[src/rtl/imu_fp.sv]
// imu_fp: registered binary32 multiplier, RNE rounding, denormals flushed to zero
module imu_fp (
  input  logic        clk,
  input  logic        rst,
  input  logic [31:0] value,
  input  logic [31:0] row,
  output logic [31:0] data
);
  localparam logic [31:0] QNAN = 32'h7FC0_0000;
  logic [31:0] data_d, data_q;
  logic        sgn, a_nan, b_nan, a_inf, b_inf, a_zero, b_zero;
  logic        g, st, up;
  logic [47:0] prod;
  logic [22:0] frac;
  logic [23:0] rnd;
  logic [9:0]  e;
  logic [7:0]  em;
  logic [31:0] inf, zero;
  always_comb begin
    sgn    = value[31] ^ row[31];
    a_nan  = (&value[30:23]) && (|value[22:0]);
    b_nan  = (&row[30:23]) && (|row[22:0]);
    a_inf  = (&value[30:23]) && !(|value[22:0]);
    b_inf  = (&row[30:23]) && !(|row[22:0]);
    a_zero = !(|value[30:23]);
    b_zero = !(|row[30:23]);
    prod   = {24'd0, 1'b1, value[22:0]} * {24'd0, 1'b1, row[22:0]};
    frac   = prod[47] ? prod[46:24] : prod[45:23];
    g      = prod[47] ? prod[23] : prod[22];
    st     = prod[47] ? |prod[22:0] : |prod[21:0];
    up     = g & (st | frac[0]);
    rnd    = {1'b0, frac} + {23'd0, up};
    e      = {2'd0, value[30:23]} + {2'd0, row[30:23]} + {9'd0, prod[47]} + {9'd0, rnd[23]};
    em     = e[7:0] - 8'd127;
    inf    = {sgn, 8'hFF, 23'd0};
    zero   = {sgn, 31'd0};
    data_d = (a_nan || b_nan)                       ? QNAN :
             ((a_inf && b_zero) || (b_inf && a_zero)) ? QNAN :
             (a_inf || b_inf)                       ? inf  :
             (a_zero || b_zero)                     ? zero :
             (e >= 10'd382)                         ? inf  :
             (e <= 10'd127)                         ? zero :
                                                      {sgn, em, rnd[22:0]};
  end
  always_ff @(posedge clk) begin
    if (rst) data_q <= '0;
    else     data_q <= data_d;
  end
  assign data = data_q;
endmodule

[config.mk]
export PLATFORM = sky130hd
export DESIGN_NAME = imu_fp
export DESIGN_NICKNAME = d
export VERILOG_FILES = /design/src/rtl/imu_fp.sv
export SDC_FILE = /design/constraint.sdc
export NUM_CORES = 2
export LEC_CHECK = 0
export CAP_MARGIN = 0
export CORE_UTILIZATION = 55
export CTS_BUF_LIST = sky130_fd_sc_hd__clkbuf_8
export DETAILED_ROUTE_END_ITERATION = 8
export GPL_ROUTABILITY_DRIVEN = 0
export PLACE_DENSITY = 0.78
export SLEW_MARGIN = 20
export SYNTH_ARGS = -nofsm -noshare
export SYNTH_HDL_FRONTEND = slang
export SYNTH_SLANG_ARGS = --single-unit
[constraint.sdc]
create_clock -name clk -period 12.5 [get_ports clk]
set_input_delay 1.25 -clock clk [delete_from_list [all_inputs] [get_ports clk]]
set_output_delay 1.25 -clock clk [all_outputs]
set_load 0.02 [all_outputs]
==> results.json <==
{
  "synth_top_family_by_area": "adder cells",
  "remaining_drc_errors": 0,
  "grt_pass1_vias": 19400,
  "outcome": "complete, no violations",
  "synth_edf_count": 0,
  "critPathMostFrequentCell": "fa_1",
  "cp-start-kind": "input port",
  "avgSynthCellArea_um2": 8.53,
  "layout.nets": 3394,
  "areaGrowthSynthToFinish_pct": 11.3,
  "drt-initial-drc-count": 1573,
  "syn_nets": 3299,
  "period_share": 0.961,
  "clk_path_buf_depth": 2,
  "grt_pass1_wl_um": 99800,
  "worstPathMaxFanout": 25,
  "synth-xor-area-share": 0.0249,
  "required_ns": 12.74,
  "start_util": 0.560,
  "drv_slew": 0,
  "cts_sinks": 32,
  "cts_tree": "built",
  "drt-pass1-iter-count": 6,
  "htree_levels": 2,
  "stdcell_area_um2": 24300,
  "synth_warnings": 0,
  "antenna_found_initial": 1,
  "endpoint_kind": "flop",
  "setup_viol": 0,
  "ctsHoldBuffers": 0,
  "relSlewSlack": 0.592,
  "ant_nets": 0,
  "die-width_um": 201,
  "synthDistinctLibCells": 73,
  "max_freq_mhz": 83.2,
  "whs_path_depth": 3,
  "yosysSeqAreaShare": 0.0294,
  "setup_tns_ns": 0,
  "numCtsBuffers": 5,
  "async_reset_ff_frac": 0,
  "worst_pin_slew_ns": 0.607,
  "synth_compound_area_frac": 0.0797,
  "finalHoldViolations": 0,
  "vias": 18200,
  "hp-class": "in -> reg",
  "hpwl_um": 50500,
  "final_cell_mix": "569 x inv_1, 484 x fa_1, 335 x nand2_1",
  "post-route-min-period_ns": 12.01,
  "clk_pin_slew_worst_paths_ns": 0.07,
  "viasPerCell": 5.73,
  "grt_max_degree": 26,
  "wl_um": 59900,
  "ff_latch_area_um2": 641,
  "track_usage": 0.307,
  "synthFlopType": "dfxtp_1",
  "grt_overflow": 0,
  "maxCapViolCount": 0,
  "min_to": "data[31]",
  "critical_path_class": "in -> reg",
  "dieHeight_um": 201,
  "netlist_area_um2": 21800,
  "grt_setup_unrepaired": "true",
  "io_pins": 98,
  "hold_start": "value[31]",
  "crit_slowest_cell": "fa_1",
  "synth-simple-area-share": 0.188,
  "synthCells": 2558,
  "dieArea_um2": 40500,
  "core-area_um2": 38900,
  "port-buffer-count": 97,
  "layout-drive-gt1-share": 0.0614,
  "synth_fa_ha_area_frac": 0.554,
  "muxShareOfSynthArea": 0.00327,
  "fillers": 3200,
  "cts_root_buffer": "clkbuf_8",
  "largest_reg_flops": 32,
  "dpl-instance-area_um2": 24000,
  "critPathArrivalTime_ns": 12.25,
  "final_common_cell": "inv_1",
  "fin_util": 0.624,
  "avgRoutedWirePerCell_um": 18.9,
  "rows": 72,
  "multi_input_area_um2": 18700,
  "crit_path_max_incr_delay_ns": 0.63,
  "synth-seq-cells": 32
}
[kinds of logic (layout without fill, tap and decap cells)]
family | Yosys count | after routing
simple gates | 830 | 830
buf+inv | 697 | 792
fa+ha+maj | 675 | 675
compound gates | 255 | 255
xor+xnor | 62 | 62
flops | 32 | 32
mux | 7 | 7
other cells | 0 | 1
[per-stage QoR]
step                setup slack (ns)  instances  hold slack (ns)
finish                         0.485       3172             1.58
global route                 -0.0768       3172             1.62
CTS                           0.0422       3168             1.59
detailed placement            -0.266       3161             1.89
global placement             -0.0117       3161             1.89
floorplan                      0.641       2558             1.43
[per-layer routing]
layer  vias up  GRT usage  wire length [um]
met4         0     0.0889              2140
li1       7975          -                 -
met1      9014      0.407             23000
met2      1021      0.514             28500
met5         -          0                 0
met3       173     0.0569              6170
[critical path: cells and delay by family]
| family | cells | cell delay (ns) |
|---|---|---|
| AND/OR/NAND/NOR | 10 | 1.87 |
| multiplexers | 1 | 0.10 |
| buffers and inverters | 9 | 1.34 |
| adder cells (fa/ha/maj) | 11 | 5.01 |
| XOR/XNOR | 2 | 0.75 |
| AO/OA/AOI/OAI | 9 | 1.93 |
[final cells by class]
type                            instances  share of cell area
Antenna cell                            1            0.000103
Clock buffer                            5             0.00283
Clock inverter                          2            0.000361
Inverter                              576              0.0895
Multi-Input combinational cell       1829               0.769
Sequential cell                        32              0.0264
Tap cell                              518              0.0267
Timing Repair Buffer                  209              0.0855
[cells in the mapped netlist, types with 3 or more instances]
| cell | number | area share |
|---|---|---|
| a311oi_1 | 5 | 0.0020 |
| a31oi_1 | 10 | 0.0029 |
| and4b_1 | 5 | 0.0023 |
| or3_1 | 6 | 0.0017 |
| a21oi_1 | 83 | 0.019 |
| a311o_1 | 3 | 0.0014 |
| and3_1 | 13 | 0.0037 |
| nor3_1 | 27 | 0.0062 |
| nor4_1 | 18 | 0.0052 |
| o21bai_1 | 7 | 0.0024 |
| o21a_1 | 11 | 0.0038 |
| o21ai_0 | 41 | 0.0094 |
| a221oi_1 | 4 | 0.0016 |
| fa_1 | 484 | 0.44 |
| a21o_1 | 16 | 0.0055 |
| nand4_1 | 27 | 0.0077 |
| dfxtp_1 | 32 | 0.029 |
| and2_1 | 251 | 0.072 |
| a211oi_1 | 16 | 0.0055 |
| nor3b_1 | 5 | 0.0017 |
| nand3_1 | 23 | 0.0053 |
| o21ai_1 | 3 | 0.00069 |
| and4_1 | 5 | 0.0020 |
| o211a_1 | 5 | 0.0023 |
| xnor2_1 | 42 | 0.017 |
| a211o_1 | 3 | 0.0012 |
| or2_2 | 3 | 0.00086 |
| nand2b_1 | 4 | 0.0011 |
| inv_1 | 572 | 0.098 |
| o211ai_1 | 13 | 0.0045 |
| xor2_1 | 20 | 0.0080 |
| nand2_1 | 336 | 0.058 |
| clkbuf_1 | 109 | 0.019 |
| mux2i_1 | 6 | 0.0028 |
| nor2_1 | 96 | 0.017 |
| nor2b_1 | 4 | 0.0011 |
| o2111ai_1 | 6 | 0.0024 |
| ha_1 | 191 | 0.11 |
| buf_2 | 11 | 0.0025 |
[repair_timing]
item	4_1_cts	5_1_grt
gates cloned	0	0
setup endpoints to repair	1	31
buffers inserted	0	3
pin swaps	0	7
gates resized for setup	1	49
[how the worst max path moves through the flow]
| stage | start | slack (ns) | to |
|---|---|---|---|
| after floorplan | row[12] | 0.64 | data[13] |
| after global placement | row[2] | -0.01 | data[18] |
| after detailed placement | row[4] | -0.27 | data[18] |
| after CTS | row[2] | 0.04 | data[18] |
| after global routing | value[8] | -0.08 | data[18] |
| final | row[9] | 0.49 | data[18] |
Power is not shown: default switching activity piles up to over one toggle a cycle in this logic, so the estimate is an artifact.
==> RTL change (config.mk and constraints unchanged) <==
Reset style: asynchronous (`rst`), changed in one clocked block.
--- a/src/rtl/imu_fp.sv
+++ b/src/rtl/imu_fp.sv
@@ -42,7 +42,7 @@
              (e <= 10'd127)                         ? zero :
                                                       {sgn, em, rnd[22:0]};
   end
-  always_ff @(posedge clk) begin
+  always_ff @(posedge clk or posedge rst) begin
     if (rst) data_q <= '0;
     else     data_q <= data_d;
   end
Behaviour: differs if rst is asserted again (counterexample within 4 cycles, from zero or initial values and one cycle with rst high); with rst held inactive, the same outputs for 10 cycles.
==> RTL change against the original RTL <==
  * Sequential cell count is the same
  * Routed wire length is essentially flat
  * Critical endpoint is now data[20]$_DFF_PP0_
  * Critical path depth shrank 4
  * Synthesized cell count grew 3.0%
  * Final cell count grew 2.7%
  * Area after synthesis grew 3.4%
  * Final area grew 2.7%
  * Largest cell class unchanged
  * Worst setup slack lost 0.17 ns
Power is not shown: default switching activity piles up to over one toggle a cycle in this logic, so the estimate is an artifact.
==> RTL change: results (changes against the original RTL) <==
[global_routing]
grt_pass1_wl_um = 100000  ; +0.46%
grt_usage_pct = 30.3  ; -0.44 points
antenna_found_initial = 1  ; unchanged
grt_max_degree = 33  ; +27%
met2_usage_pct = 49.1  ; -2.3 points
use_met1_pct = 40.2  ; -0.48 points
grt_pass1_vias = 19800  ; +2.2%
use_met3_pct = 6.27  ; +0.58 points

[worst_setup_path]
worstPathArrival_ns = 12.36  ; +0.11 ns
crit_family = adder cells
cp_max_fo = 12  ; -52%
crit_start = row[20]
max_stage_delay_ns = 0.72  ; +0.09 ns
cp_slowest_cell = clkdlybuf4s50_1

[clocking]
clockBufferDepth = 2  ; unchanged
htree_levels = 2  ; unchanged
cts-root-buf = clkbuf_8
cts_buffers = 5  ; unchanged
ctsResizeCount = 0  ; -1
path_clk_slew_ns = 0.06

[synthesis]
ys_top_cells_by_area = fa_1, ha_1, inv_1, and2_1, nand2_1
synth_nets = 3377  ; +2.4%
synth_common_cells = inv_1, fa_1, nand2_1
async_flop_share_pct = 100  ; +100 points
synth.distinct_cells = 91  ; +25%
seq_area_frac_synth_pct = 3.55  ; +0.61 points
ys.flop_type = dfrtp_1
synth_cells = 2636  ; +3.0%
yosysWarnings = 0  ; unchanged

[sta]
hold_ws_ns = 1.33  ; -0.252 ns
worst_pin_slew_ns = 0.784  ; +0.177 ns
finalSetupTns_ns = 0  ; unchanged

[worst_hold_path]
hold_class = in2async

[drt]
viasPerCell = 5.63  ; -1.7%
routedWlPerCell_um = 18.4  ; -2.6%
dr.pass1.iters = 6  ; unchanged
drtIter0Drc = 1405  ; -11%

[layout]
largest_register_ffs = 32  ; unchanged
nNetsFinal = 3473  ; +2.3%
antenna_cells = 0  ; -1
fin_cells = 3258  ; +2.7%
drive_gt1_share_pct = 7.17  ; +1.0 points

[place]
placed_area_um2 = 24500  ; +2.3%
post-dp-hpwl_um = 51400  ; +1.8%
portBuffers = 97  ; unchanged
placed_cells = 3241  ; +2.5%
dp_slack_ns = -0.253  ; +0.0127 ns

[outcome]
status = completed

-- RTL change: cell count changes after synthesis, moves of 8 or more --
cell	before	now
a21oi_1	83	65
nor2_1	96	115
clkbuf_1	109	100
o21ai_1	3	11
inv_1	572	594
dfrtp_1	0	32
xnor2_1	42	51
dfxtp_1	32	0
-- RTL change: kinds of logic after synthesis --
kind of cell | count (synthesis) | share of synthesized area, %
flip-flops | 32 | 3.55
buffers and inverters | 719 | 12.2
AND/OR/NAND/NOR | 870 | 19.3
XOR/XNOR | 65 | 2.56
AO/OA/AOI/OAI | 264 | 8.30
adder cells (fa/ha/maj) | 675 | 53.6
multiplexers | 11 | 0.522
-- RTL change: final cells by class --
type	count	area, µm²
Tap cell	525	657
Multi-Input combinational cell	1885	19200
Clock inverter	3	38.8
Inverter	598	2250
Timing Repair Buffer	210	1970
Clock buffer	5	68.8
Sequential cell	32	801
Fill cell	3256	15200
-- RTL change: tightest hold or removal path, stage by stage --
cell	delay [ns]
clkdlybuf4s50_1	0.39
inv_1	0.05
buf_4	0.34
-- RTL change: routing by layer --
layer / vias up / part of all wire [%]
met3: 149 / 9.0
met4: 2 / 3.8
li1: 8222 / -
met2: 873 / 47
met1: 9107 / 40
met5: - / 0.018
-- RTL change: worst max path at each step --
| stage | endpoint | slack, ns | cells past startpoint |
|---|---|---|---|
| final | data[20]$_DFF_PP0_ | 0.31 | 38 |
| after global placement | data[17]$_DFF_PP0_ | 0.11 | 39 |
| after floorplan | data[10]$_DFF_PP0_ | 1.10 | 41 |
| after global routing | data[17]$_DFF_PP0_ | -0.03 | 40 |
| after CTS | data[17]$_DFF_PP0_ | 0.006 | 39 |
| after detailed placement | data[17]$_DFF_PP0_ | -0.25 | 39 |
